<file path="src/rtl/vga_fb_addr_gen.sv">
// Frame-buffer read-address generator: walks a stored IMG_W x IMG_H image in raster,
// 2x upscale, horizontal-mirror or vertical-flip order, one pixel per pix_req.
module vga_fb_addr_gen #(
   parameter int IMG_W  = 400,
   parameter int IMG_H  = 300,
   parameter int ADDR_W = 19
) (
   input  logic              clk_25mHz,
   input  logic              rst_n,
   input  logic              ready,
   input  logic              pix_req,
   input  logic [1:0]        cmd,
   output logic [ADDR_W-1:0] addr,
   output logic [1:0]        mode_q,
   output logic              line_done,
   output logic              frame_done
);

   localparam int X_W = (IMG_W > 1) ? $clog2(IMG_W) : 1;
   localparam int Y_W = (IMG_H > 1) ? $clog2(IMG_H) : 1;

   localparam logic [1:0] MODE_RASTER  = 2'd0;
   localparam logic [1:0] MODE_UPSCALE = 2'd1;
   localparam logic [1:0] MODE_MIRROR  = 2'd2;
   localparam logic [1:0] MODE_VFLIP   = 2'd3;

   localparam logic [X_W-1:0]    X_ZERO    = {X_W{1'b0}};
   localparam logic [Y_W-1:0]    Y_ZERO    = {Y_W{1'b0}};
   localparam logic [ADDR_W-1:0] A_ZERO    = {ADDR_W{1'b0}};
   localparam logic [X_W-1:0]    LAST_X    = X_W'(IMG_W - 1);
   localparam logic [Y_W-1:0]    LAST_Y    = Y_W'(IMG_H - 1);
   localparam logic [ADDR_W-1:0] ROW_STEP  = ADDR_W'(IMG_W);
   // Elaboration-time constant: no multiplier is built.
   localparam logic [ADDR_W-1:0] LAST_BASE = ADDR_W'((IMG_H - 1) * IMG_W);

   logic [X_W-1:0]    x_r, x_s, start_x_s;
   logic [Y_W-1:0]    y_r, y_s, start_y_s;
   logic [ADDR_W-1:0] base_r, base_s, start_base_s;
   logic              hsub_r, hsub_s, vsub_r, vsub_s;
   logic [1:0]        mode_s;
   logic              line_s, frame_s;

   // Start position of the mode requested on cmd.
   always_comb begin
      start_x_s    = X_ZERO;
      start_y_s    = Y_ZERO;
      start_base_s = A_ZERO;
      case (cmd)
         MODE_MIRROR: begin
            start_x_s = LAST_X;
         end
         MODE_VFLIP: begin
            start_y_s    = LAST_Y;
            start_base_s = LAST_BASE;
         end
         default: begin
            start_x_s = X_ZERO;
         end
      endcase
   end

   // Next scan position, line/frame pulses and restart selection.
   always_comb begin
      x_s     = x_r;
      y_s     = y_r;
      base_s  = base_r;
      hsub_s  = hsub_r;
      vsub_s  = vsub_r;
      mode_s  = mode_q;
      line_s  = 1'b0;
      frame_s = 1'b0;
      if (ready && pix_req) begin
         case (mode_q)
            MODE_RASTER: begin
               if (x_r == LAST_X) begin
                  x_s    = X_ZERO;
                  line_s = 1'b1;
                  if (y_r == LAST_Y) begin
                     frame_s = 1'b1;
                  end else begin
                     y_s    = y_r + Y_W'(1'b1);
                     base_s = base_r + ROW_STEP;
                  end
               end else begin
                  x_s = x_r + X_W'(1'b1);
               end
            end
            MODE_UPSCALE: begin
               hsub_s = ~hsub_r;
               if (hsub_r && (x_r == LAST_X)) begin
                  x_s    = X_ZERO;
                  line_s = 1'b1;
                  vsub_s = ~vsub_r;
                  if (vsub_r && (y_r == LAST_Y)) begin
                     frame_s = 1'b1;
                  end else if (vsub_r) begin
                     y_s    = y_r + Y_W'(1'b1);
                     base_s = base_r + ROW_STEP;
                  end else begin
                     y_s = y_r;
                  end
               end else if (hsub_r) begin
                  x_s = x_r + X_W'(1'b1);
               end else begin
                  x_s = x_r;
               end
            end
            MODE_MIRROR: begin
               if (x_r == X_ZERO) begin
                  x_s    = LAST_X;
                  line_s = 1'b1;
                  if (y_r == LAST_Y) begin
                     frame_s = 1'b1;
                  end else begin
                     y_s    = y_r + Y_W'(1'b1);
                     base_s = base_r + ROW_STEP;
                  end
               end else begin
                  x_s = x_r - X_W'(1'b1);
               end
            end
            default: begin
               if (x_r == LAST_X) begin
                  x_s    = X_ZERO;
                  line_s = 1'b1;
                  if (y_r == Y_ZERO) begin
                     frame_s = 1'b1;
                  end else begin
                     y_s    = y_r - Y_W'(1'b1);
                     base_s = base_r - ROW_STEP;
                  end
               end else begin
                  x_s = x_r + X_W'(1'b1);
               end
            end
         endcase
      end else begin
         line_s = 1'b0;
      end
      // Display not ready or frame wrapped: reload from the freshly sampled cmd.
      if (!ready || frame_s) begin
         x_s    = start_x_s;
         y_s    = start_y_s;
         base_s = start_base_s;
         hsub_s = 1'b0;
         vsub_s = 1'b0;
         mode_s = cmd;
      end else begin
         mode_s = mode_q;
      end
   end

   // Scan state and registered outputs.
   always_ff @(posedge clk_25mHz or negedge rst_n) begin
      if (!rst_n) begin
         x_r        <= X_ZERO;
         y_r        <= Y_ZERO;
         base_r     <= A_ZERO;
         hsub_r     <= 1'b0;
         vsub_r     <= 1'b0;
         mode_q     <= MODE_RASTER;
         addr       <= A_ZERO;
         line_done  <= 1'b0;
         frame_done <= 1'b0;
      end else begin
         x_r        <= x_s;
         y_r        <= y_s;
         base_r     <= base_s;
         hsub_r     <= hsub_s;
         vsub_r     <= vsub_s;
         mode_q     <= mode_s;
         addr       <= base_s + ADDR_W'(x_s);
         line_done  <= line_s;
         frame_done <= frame_s;
      end
   end

endmodule

</file>
<file path="config.mk">
export PLATFORM = sky130hd
export DESIGN_NAME = vga_fb_addr_gen
export DESIGN_NICKNAME = d
export VERILOG_FILES = /design/src/rtl/vga_fb_addr_gen.sv
export SDC_FILE = /design/constraint.sdc
export NUM_CORES = 1
export LEC_CHECK = 0
export CORE_UTILIZATION = 40
export DETAILED_ROUTE_END_ITERATION = 8
export PLACE_DENSITY = 0.53
export SYNTH_ARGS = -nofsm -noshare
export SYNTH_HDL_FRONTEND = slang
export SYNTH_SLANG_ARGS = --single-unit
</file>
<file path="constraint.sdc">
create_clock -name clk_25mHz -period 13.1 [get_ports clk_25mHz]
set_input_delay 3.93 -clock clk_25mHz [delete_from_list [all_inputs] [get_ports clk_25mHz]]
set_output_delay 3.93 -clock clk_25mHz [all_outputs]
set_load 0.005 [all_outputs]
</file>
==> flow_metrics.tcl, run 1 <==
set metrics [dict create \
    rows 40 \
    synth.distinct_cells 77 \
    worst_slew_pin_slew_ns 0.832 \
    vias_per_cell 6.15 \
    final_cell_area_um2 5720 \
    skew_ns 0.00428 \
    synth_ff_type "dfrtp_1" \
    route.detailed.drc 0 \
    place_area_um2 5410 \
    io_pins 29 \
    vdd_drop_max_mv 0.0922 \
    antenna_found_initial 0 \
    place_ws_ns 4.62 \
    dieArea_um2 13100 \
    place_hpwl_um 10500 \
    final_nets 645 \
    port_buffers 28 \
    crit_type "in -> reg" \
    relSlewSlack 0.441 \
    fin_ws_ns 4.95 \
    clk_pin_slew_worst_paths_ns 0.05 \
    dr.pass1.iters 5 \
    power.switching_uw 244 \
    cts_made_buffers 9 \
    cap_violations 0 \
    synth-async-reset-ratio 1.00 \
    pwr-share-clk 0.360 \
    num_antenna_cells 0 \
    arrival_ns 8.34 \
    start_util 0.416 \
    cts_root_buf "clkbuf_16" \
    clockBufferDepth 2 \
    min_period_ns 8.15 \
    synth_nets 646 \
    cts-htree-levels 3 \
    wl_um 15200 \
    p_leak_uw 0.00232 \
    coreArea_um2 12200 \
    ys_ff_latch 62 \
    syn_area_per_cell_um2 8.28 \
    gp_congestion 0.915 \
    fin_cells 785 \
    fp.dieH_um 115 \
    seq_power_share 0.353 \
    end_kind "flip-flop" \
    synthTopCellsByArea "dfrtp_1 (31%), ha_1 (6.2%), o21ai_0 (6.0%)" \
    cts_tree "built" \
    yosysWarnings 0 \
    hold_path.class "reg -> reg" \
    placedCellCount 769 \
    rsz0062_at_grt "false" \
    drive_above_1_share 0.0875 \
    postCtsSetupBuffers 0 \
    drv_slew 0 \
    drt_iter0_drc 421 \
    report.final.hold_viol_count 0 \
    postCtsHoldBufs 0 \
    synth-edff-count 0 \
    critPathMaxFanout 33 \
    worstPathRequired_ns 13.29 \
    wire_per_inst_um 19.4 \
    num_vias 4825 \
    grt_pass1_wl_um 25100 \
    worstSetupStartpoint "pix_req" \
    clock_sinks 62 \
    fin_setup_tns_ns 0 \
    reg2reg_from "x_r[0]" \
    insertion_delay_ns 0.34 \
    synth_top_area_share 0.306 \
    swShare 0.338 \
    ctsResizeCount 0 \
    power_density_nw_per_um2 126 \
    fill_cells 1220 \
    yosysTopAreaCell "dfrtp_1" \
    hold_ws_ns 0.479 \
    grt_remaining_overflow 0 \
    ant_nets 0 \
    min_period_over_period 0.622 \
    holdCritStartpoint "base_r[2]" \
    grt_usage 0.250 \
    start_kind "input port" \
    fmax_ghz 0.123 \
    setup_violations 0 \
    status "complete, no violations" \
    grt_pass1_vias 4578 \
    grt_start_max_net_pins 63 \
    syn_to_final_growth_pct 12.8 \
    internal_power_uw 477 \
    netlist_area_um2 5070 \
    synthCells 613 \
    die_w_um 115 \
    ys_seq_area_frac 0.306 \
    power_frac_comb 0.287 \
]
-- per-layer routing --
metal  vias to the layer above  GRT usage  part of all wire
met5                         -          0                 0
met4                         0     0.0840             0.023
met3                        27     0.0646             0.058
met2                       159      0.384              0.46
met1                      2377      0.342              0.46
li1                       2262          -                 -
-- final cells by class --
type / count / area (um^2) / area share
Multi-Input combinational cell: 484 / 3250 / 0.567
Timing Repair Buffer: 34 / 320 / 0.0560
Clock buffer: 12 / 246 / 0.0431
Inverter: 21 / 78.8 / 0.0138
Clock inverter: 4 / 70.1 / 0.0122
Sequential cell: 62 / 1550 / 0.271
Tap cell: 168 / 210 / 0.0367
-- state kept, by name (all words and copies together) (netlist names) --
name / count
base_r: 19
vsub_r: 1
y_r: 9
mode_q: 2
hsub_r: 1
frame_done: 1
addr: 19
x_r: 9
line_done: 1
-- power by group through the flow --
stage,combinational (uW),clock [uW],sequential (uW)
finish,207,259,254
global route,233,273,259
CTS,207,264,254
detailed placement,206,0,257
global placement,204,0,256
floorplan,160,0,237
-- stage by stage --
step / total power, uW / util
detailed placement: 463 / 0.443
finish: 721 / 0.469
CTS: 725 / 0.469
global route: 765 / 0.469
floorplan: 396 / -
global placement: 460 / 0.443
-- kinds of logic after synthesis --
family	Yosys count	synth area share
muxes	6	0.0126
and+or+nand+nor	226	0.245
AOI/OAI and AO/OA	195	0.261
DFF	62	0.306
buffers and inverters	67	0.0545
adders and majority gates	27	0.0695
xor gates and xnor gates	30	0.0518
-- layout by cell type, fill, tap and decap left out, drive strengths merged, types with 4 or more instances in the layout --
master         synthesis  routed
nand3                 25      25
or3                    6       6
o31ai                  5       5
o41ai                  5       5
a31oi                  6       6
nor2                  34      34
ha                    25      25
and2                   8       8
nand2                 66      66
o21ai                 63      63
nor2b                  6       6
a211oi                 8       8
clkbuf                34      12
nor3                  19      19
nand2b                12      12
a21oi                 43      43
o211ai                 9       9
inv                   21      21
nor3b                  6       6
and4                   4       4
dfrtp                 62      62
o21a                   4       4
nor4                   9       9
clkdlybuf4s50          0      27
buf                   12       7
and3                   4       4
o221ai                 8       8
xor2                  14      14
nand4                 14      14
or4                    5       5
xnor2                 16      16
a21o                   5       5
-- cells in the mapped netlist (all sizes together), types with 8 or more instances --
library cell / number
a211oi: 8
a21oi: 43
and2: 8
buf: 12
clkbuf: 34
dfrtp: 62
ha: 25
inv: 21
nand2: 66
nand2b: 12
nand3: 25
nand4: 14
nor2: 34
nor3: 19
nor4: 9
o211ai: 9
o21ai: 63
o221ai: 8
xnor2: 16
xor2: 14
-- critical path: stages --
cell,delay [ns]
clkdlybuf4s50_1,0.46
buf_4,0.32
and2_1,0.36
nand2_1,0.12
or3_4,0.41
o211a_2,0.30
o21ai_0,0.14
o21ai_0,0.12
ha_1,0.27
fa_1,0.42
a211oi_1,0.24
nor2_1,0.11
o31a_1,0.26
o21a_1,0.18
o21ai_0,0.15
nand2b_1,0.13
nand4_4,0.15
nor4_2,0.07
xor2_1,0.16
-- worst paths after layout --
| kind | to | slack (ns) | cells past startpoint |
|---|---|---|---|
| setup / recovery | addr[18] | 4.95 | 19 |
| hold / removal | base_r[2] | 0.48 | 1 |
| setup reg to reg | addr[18] | 7.67 | 19 |
| hold reg to reg | base_r[2] | 0.48 | 1 |
| max in group asynchronous | addr[0] | 8.79 | 2 |
| min in group asynchronous | y_r[2] | 3.75 | 2 |
No activity file was read; power rests on OpenSTA's default activity.
==> run 2: changes to the inputs <==
==> constraint.sdc (replaced) <==
create_clock -name clk_25mHz -period 8.4 [get_ports clk_25mHz]
set_input_delay 2.52 -clock clk_25mHz [delete_from_list [all_inputs] [get_ports clk_25mHz]]
set_output_delay 2.52 -clock clk_25mHz [all_outputs]
set_load 0.005 [all_outputs]
==> flow_metrics.tcl, run 2 (synthesis gave the netlist of run 1 again) <==
set metrics [dict create \
    fin_setup_tns_ns 0 \
    min_path_cells 1 \
    postCtsSetupBuffers 0 \
    wl_um 15100 \
    grt_remaining_overflow 0 \
    crit_top_cell "o21ai_0" \
    min_period_ns 6.75 \
    cp_cell_sequence "clkdlybuf4s50_1 > and2_1 > nand2_1 > or3_4 > o211a_2 > o21ai_0 > o21ai_0 > ha_1 > fa_1 > a211oi_1 > nor2_1 > o31a_1 > o21a_1 > o21ai_0 > nand2b_1 > nand4_4 > nor4_2 > xor2_1" \
    cts-htree-levels 3 \
    final_cell_mix "nand2_1 (65), dfrtp_1 (62), o21ai_0 (61)" \
    largestRegisters "addr: 19 flops, base_r: 19 flops" \
    min_to "base_r[0]" \
    port_buffers 28 \
    clock_sinks 62 \
    fmax_ghz 0.148 \
    dr.pass1.iters 4 \
    end_kind "flip-flop" \
    arrival_ns 6.95 \
    num_antenna_cells 0 \
    cts_made_buffers 9 \
    drv_slew 0 \
    power_density_nw_per_um2 186 \
    critPathMaxFanout 25 \
    dieArea_um2 13100 \
    place_hpwl_um 10500 \
    hold_path.class "reg -> reg" \
    start_util 0.416 \
    relSlewSlack 0.413 \
    layout_commonest_cell "nand2_1" \
    cap_violations 0 \
    syn_to_final_growth_pct 11.6 \
    rr_worst_depth 19 \
    start_kind "input port" \
    crit_type "in -> reg" \
    num_vias 4779 \
    status "complete, no violations" \
    min_period_over_period 0.804 \
    p_leak_uw 0.00229 \
    grt_pass1_wl_um 24500 \
    rows 40 \
    postCtsHoldBufs 0 \
    grt_pass1_vias 4529 \
    coreArea_um2 12200 \
    wire_per_inst_um 19.3 \
    reg2reg_from "x_r[0]" \
    insertion_delay_ns 0.34 \
    ant_nets 0 \
    die_w_um 115 \
    cts_tree "built" \
    worst_slew_pin_slew_ns 0.873 \
    report.final.hold_viol_count 0 \
    worstPathRequired_ns 8.59 \
    crit_path_top_delay_cell "clkdlybuf4s50_1" \
    holdCritStartpoint "base_r[0]" \
    drt_iter0_drc 383 \
    antenna_found_initial 0 \
    drive_above_1_share 0.0846 \
    vdd_drop_max_mv 0.133 \
    gp_congestion 0.905 \
    skew_ns 0.00655 \
    critPathMaxStageDelay_ns 0.72 \
    clk_pin_slew_worst_paths_ns 0.05 \
    grt_start_max_net_pins 63 \
    final_nets 645 \
    vias_per_cell 6.10 \
    rrSetupSlack_ns 3.03 \
    grt_usage 0.245 \
    fp.dieH_um 115 \
    cts_root_buf "clkbuf_16" \
    io_pins 29 \
    clockBufferDepth 2 \
    r2r_end "addr[18]" \
    route.detailed.drc 0 \
    hold_ws_ns 0.483 \
    ctsResizeCount 0 \
    setup_violations 0 \
    rsz0062_at_grt "false" \
]
==> run 2: changes by cell type in the layout (fill, tap and decap cells not counted) <==
cell | previous run | this run
bufinv_16 | 2 | 0
==> run 2: layout make-up <==
| type | count | area (um^2) |
|---|---|---|
| Fill cell | 1239 | 6550 |
| Multi-Input combinational cell | 484 | 3250 |
| Sequential cell | 62 | 1550 |
| Timing Repair Buffer | 34 | 320 |
| Clock buffer | 12 | 246 |
| Tap cell | 168 | 210 |
| Inverter | 21 | 78.8 |
| Clock inverter | 2 | 10.0 |
==> run 2: per-layer routing <==
layer,GRT usage,part of all wire
met1,0.328,0.46
met2,0.387,0.46
met3,0.0482,0.054
met4,0.100,0.025
met5,0,0
==> run 2: how the worst max path moves through the flow <==
stage / from / end / slack, ns / cells past startpoint
CTS: ready / addr[18] / 1.64 / 18
global route: ready / addr[18] / 1.31 / 18
finish: ready / addr[18] / 1.65 / 18
detailed placement: ready / addr[18] / 1.29 / 18
global placement: ready / addr[18] / 1.47 / 18
floorplan: ready / addr[18] / 2.05 / 20
==> run 2: metrics by stage <==
step	utilization	setup slack (ns)	instance area (um^2)	total power [uW]	std cells
2_1_floorplan	-	2.05	5070	618	613
4_1_cts	0.464	1.64	5660	1060	783
6_report	0.464	1.65	5660	1050	783
3_3_place_gp	0.443	1.47	5410	716	769
3_5_place_dp	0.443	1.29	5410	722	769
5_1_grt	0.464	1.31	5660	1120	783
==> run 2: worst max-delay path, delay by kind of cell <==
kind	cells	cell delay, ns
buffers and inverters	1	0.72
XOR/XNOR	1	0.16
AND/OR/NAND/NOR	7	1.41
AO/OA/AOI/OAI	7	1.40
adder cells (fa/ha/maj)	2	0.72
==> run 2: where the power goes <==
group	leakage, uW	total (uW)	switching [uW]	internal [uW]
combinational	0.00137	323	184	139
clock	0.000128	334	131	203
sequential	0.000792	397	59.3	338
total	0.00229	1050	374	680
==> run 3: changes to the inputs <==
==> constraint.sdc (replaced) <==
create_clock -name clk_25mHz -period 6.7 [get_ports clk_25mHz]
set_input_delay 2.01 -clock clk_25mHz [delete_from_list [all_inputs] [get_ports clk_25mHz]]
set_output_delay 2.01 -clock clk_25mHz [all_outputs]
set_load 0.005 [all_outputs]
==> flow_metrics.tcl, run 3 (synthesis gave the netlist of run 1 again) <==
set metrics [dict create \
    status "complete, no violations" \
    cts_tree "built" \
    place_ws_ns 0.829 \
    start_kind "input port" \
    port_buffers 28 \
    clk_pin_slew_worst_paths_ns 0.05 \
    drv_slew 0 \
    final_cell_area_um2 5770 \
    fmax_ghz 0.180 \
    wire_per_inst_um 19.1 \
    fp.dieH_um 115 \
    ant_nets 0 \
    critPathMaxFanout 20 \
    p_leak_uw 0.00235 \
    met1_length_um 6840 \
    final_nets 649 \
    min_to "base_r[3]" \
    syn_to_final_growth_pct 13.8 \
    die_w_um 115 \
    end_kind "flip-flop" \
    grt_pass1_wl_um 25000 \
    min_period_over_period 0.831 \
    largestRegisters "addr: 19 flops, base_r: 19 flops" \
    setup_violations 0 \
    insertion_delay_ns 0.34 \
    route.detailed.drc 0 \
    place_area_um2 5440 \
    dr_wl_met3_um 750 \
    coreArea_um2 12200 \
    rr_worst_depth 19 \
    ctsResizeCount 0 \
    hold_path.class "reg -> reg" \
    postCtsSetupBuffers 0 \
    crit_type "in -> reg" \
    rows 40 \
    finalPower_uw 1430 \
    fill_cells 1229 \
    grt_start_max_net_pins 63 \
    rrSetupSlack_ns 1.24 \
    place_hpwl_um 10800 \
    clock_sinks 62 \
    r2r_end "addr[18]" \
    io_pins 29 \
    fin_ws_ns 1.13 \
    dieArea_um2 13100 \
    cap_violations 0 \
    clockBufferDepth 2 \
    worst_slew_pin_slew_ns 0.868 \
    num_vias 4771 \
    start_util 0.416 \
    num_antenna_cells 0 \
    vias_per_cell 6.05 \
    final_cell_mix "nand2_1 (65), dfrtp_1 (62), o21ai_0 (61)" \
    report.final.hold_viol_count 0 \
    cts_root_buf "clkbuf_16" \
    power_density_nw_per_um2 248 \
    wl_met2_um 7120 \
    gp_congestion 0.909 \
    drive_above_1_share 0.0950 \
    worstSetupStartpoint "ready" \
    cts-htree-levels 3 \
    antenna_found_initial 0 \
    skew_ns 0.0111 \
    grt_remaining_overflow 0 \
    dr.pass1.iters 7 \
    rsz0062_at_grt "false" \
    grt_usage 0.249 \
    min_path_cells 1 \
    fin_setup_tns_ns 0 \
    reg2reg_from "x_r[0]" \
    top_layer "met4" \
    relSlewSlack 0.417 \
    grt_pass1_vias 4674 \
    layout_commonest_cell "nand2_1" \
    min_period_ns 5.57 \
    arrival_ns 5.82 \
    vdd_drop_max_mv 0.211 \
    drt_iter0_drc 331 \
    holdCritStartpoint "base_r[3]" \
    cts_made_buffers 9 \
    wl_um 15100 \
    postCtsHoldBufs 0 \
    worstPathRequired_ns 6.96 \
]
-- run 3: stage by stage --
stage | cells | utilization | hold slack (ns)
after global placement | 773 | 0.445 | 0.472
after detailed placement | 773 | 0.445 | 0.475
after global routing | 789 | 0.473 | 0.499
after CTS | 789 | 0.473 | 0.487
after floorplan | 613 | - | 0.454
final | 789 | 0.473 | 0.485
-- run 3: final cells by class --
| cell class | count | area [um^2] | area share |
|---|---|---|---|
| multi-input cells | 484 | 3250 | 0.562 |
| flip-flops and latches | 62 | 1550 | 0.269 |
| repair buffers | 38 | 350 | 0.0607 |
| clock buffers | 13 | 270 | 0.0468 |
| well taps | 168 | 210 | 0.0364 |
| inverters | 21 | 78.8 | 0.0137 |
| clock inverters | 3 | 65.1 | 0.0113 |
-- run 3: how the worst max path moves through the flow --
stage	slack [ns]	endpoint	cells after the start
after floorplan	0.86	addr[18]	20
after global placement	0.87	addr[18]	18
after detailed placement	0.83	addr[18]	18
after CTS	1.16	addr[18]	18
after global routing	0.81	addr[18]	17
final	1.13	addr[18]	18
-- run 3: per-layer routing --
layer,vias up,GRT usage
met5,-,0
met4,0,0.100
met3,30,0.0540
met2,154,0.394
met1,2317,0.329
li1,2270,-
-- run 3: power breakdown --
group	leakage, uW	internal, uW	total, uW	switching [uW]
Combinational	0.00139	176	408	232
Sequential	0.000792	423	497	73.4
Clock	0.000166	355	526	170
-- run 3: worst max-delay path: stages --
cell and delay [ns]:
clkdlybuf4s50_1 0.49, and2_1 0.15, nand2_1 0.10, or3_4 0.42, o211a_2 0.19, buf_4 0.24, a21oi_1 0.33, nor2_1 0.12
ha_1 0.33, o21ai_0 0.09, nor2_1 0.19, o31a_1 0.18, o21a_1 0.13, o21ai_0 0.08, nand2b_1 0.16, nand4_4 0.16
nor4_2 0.28, xor2_1 0.17
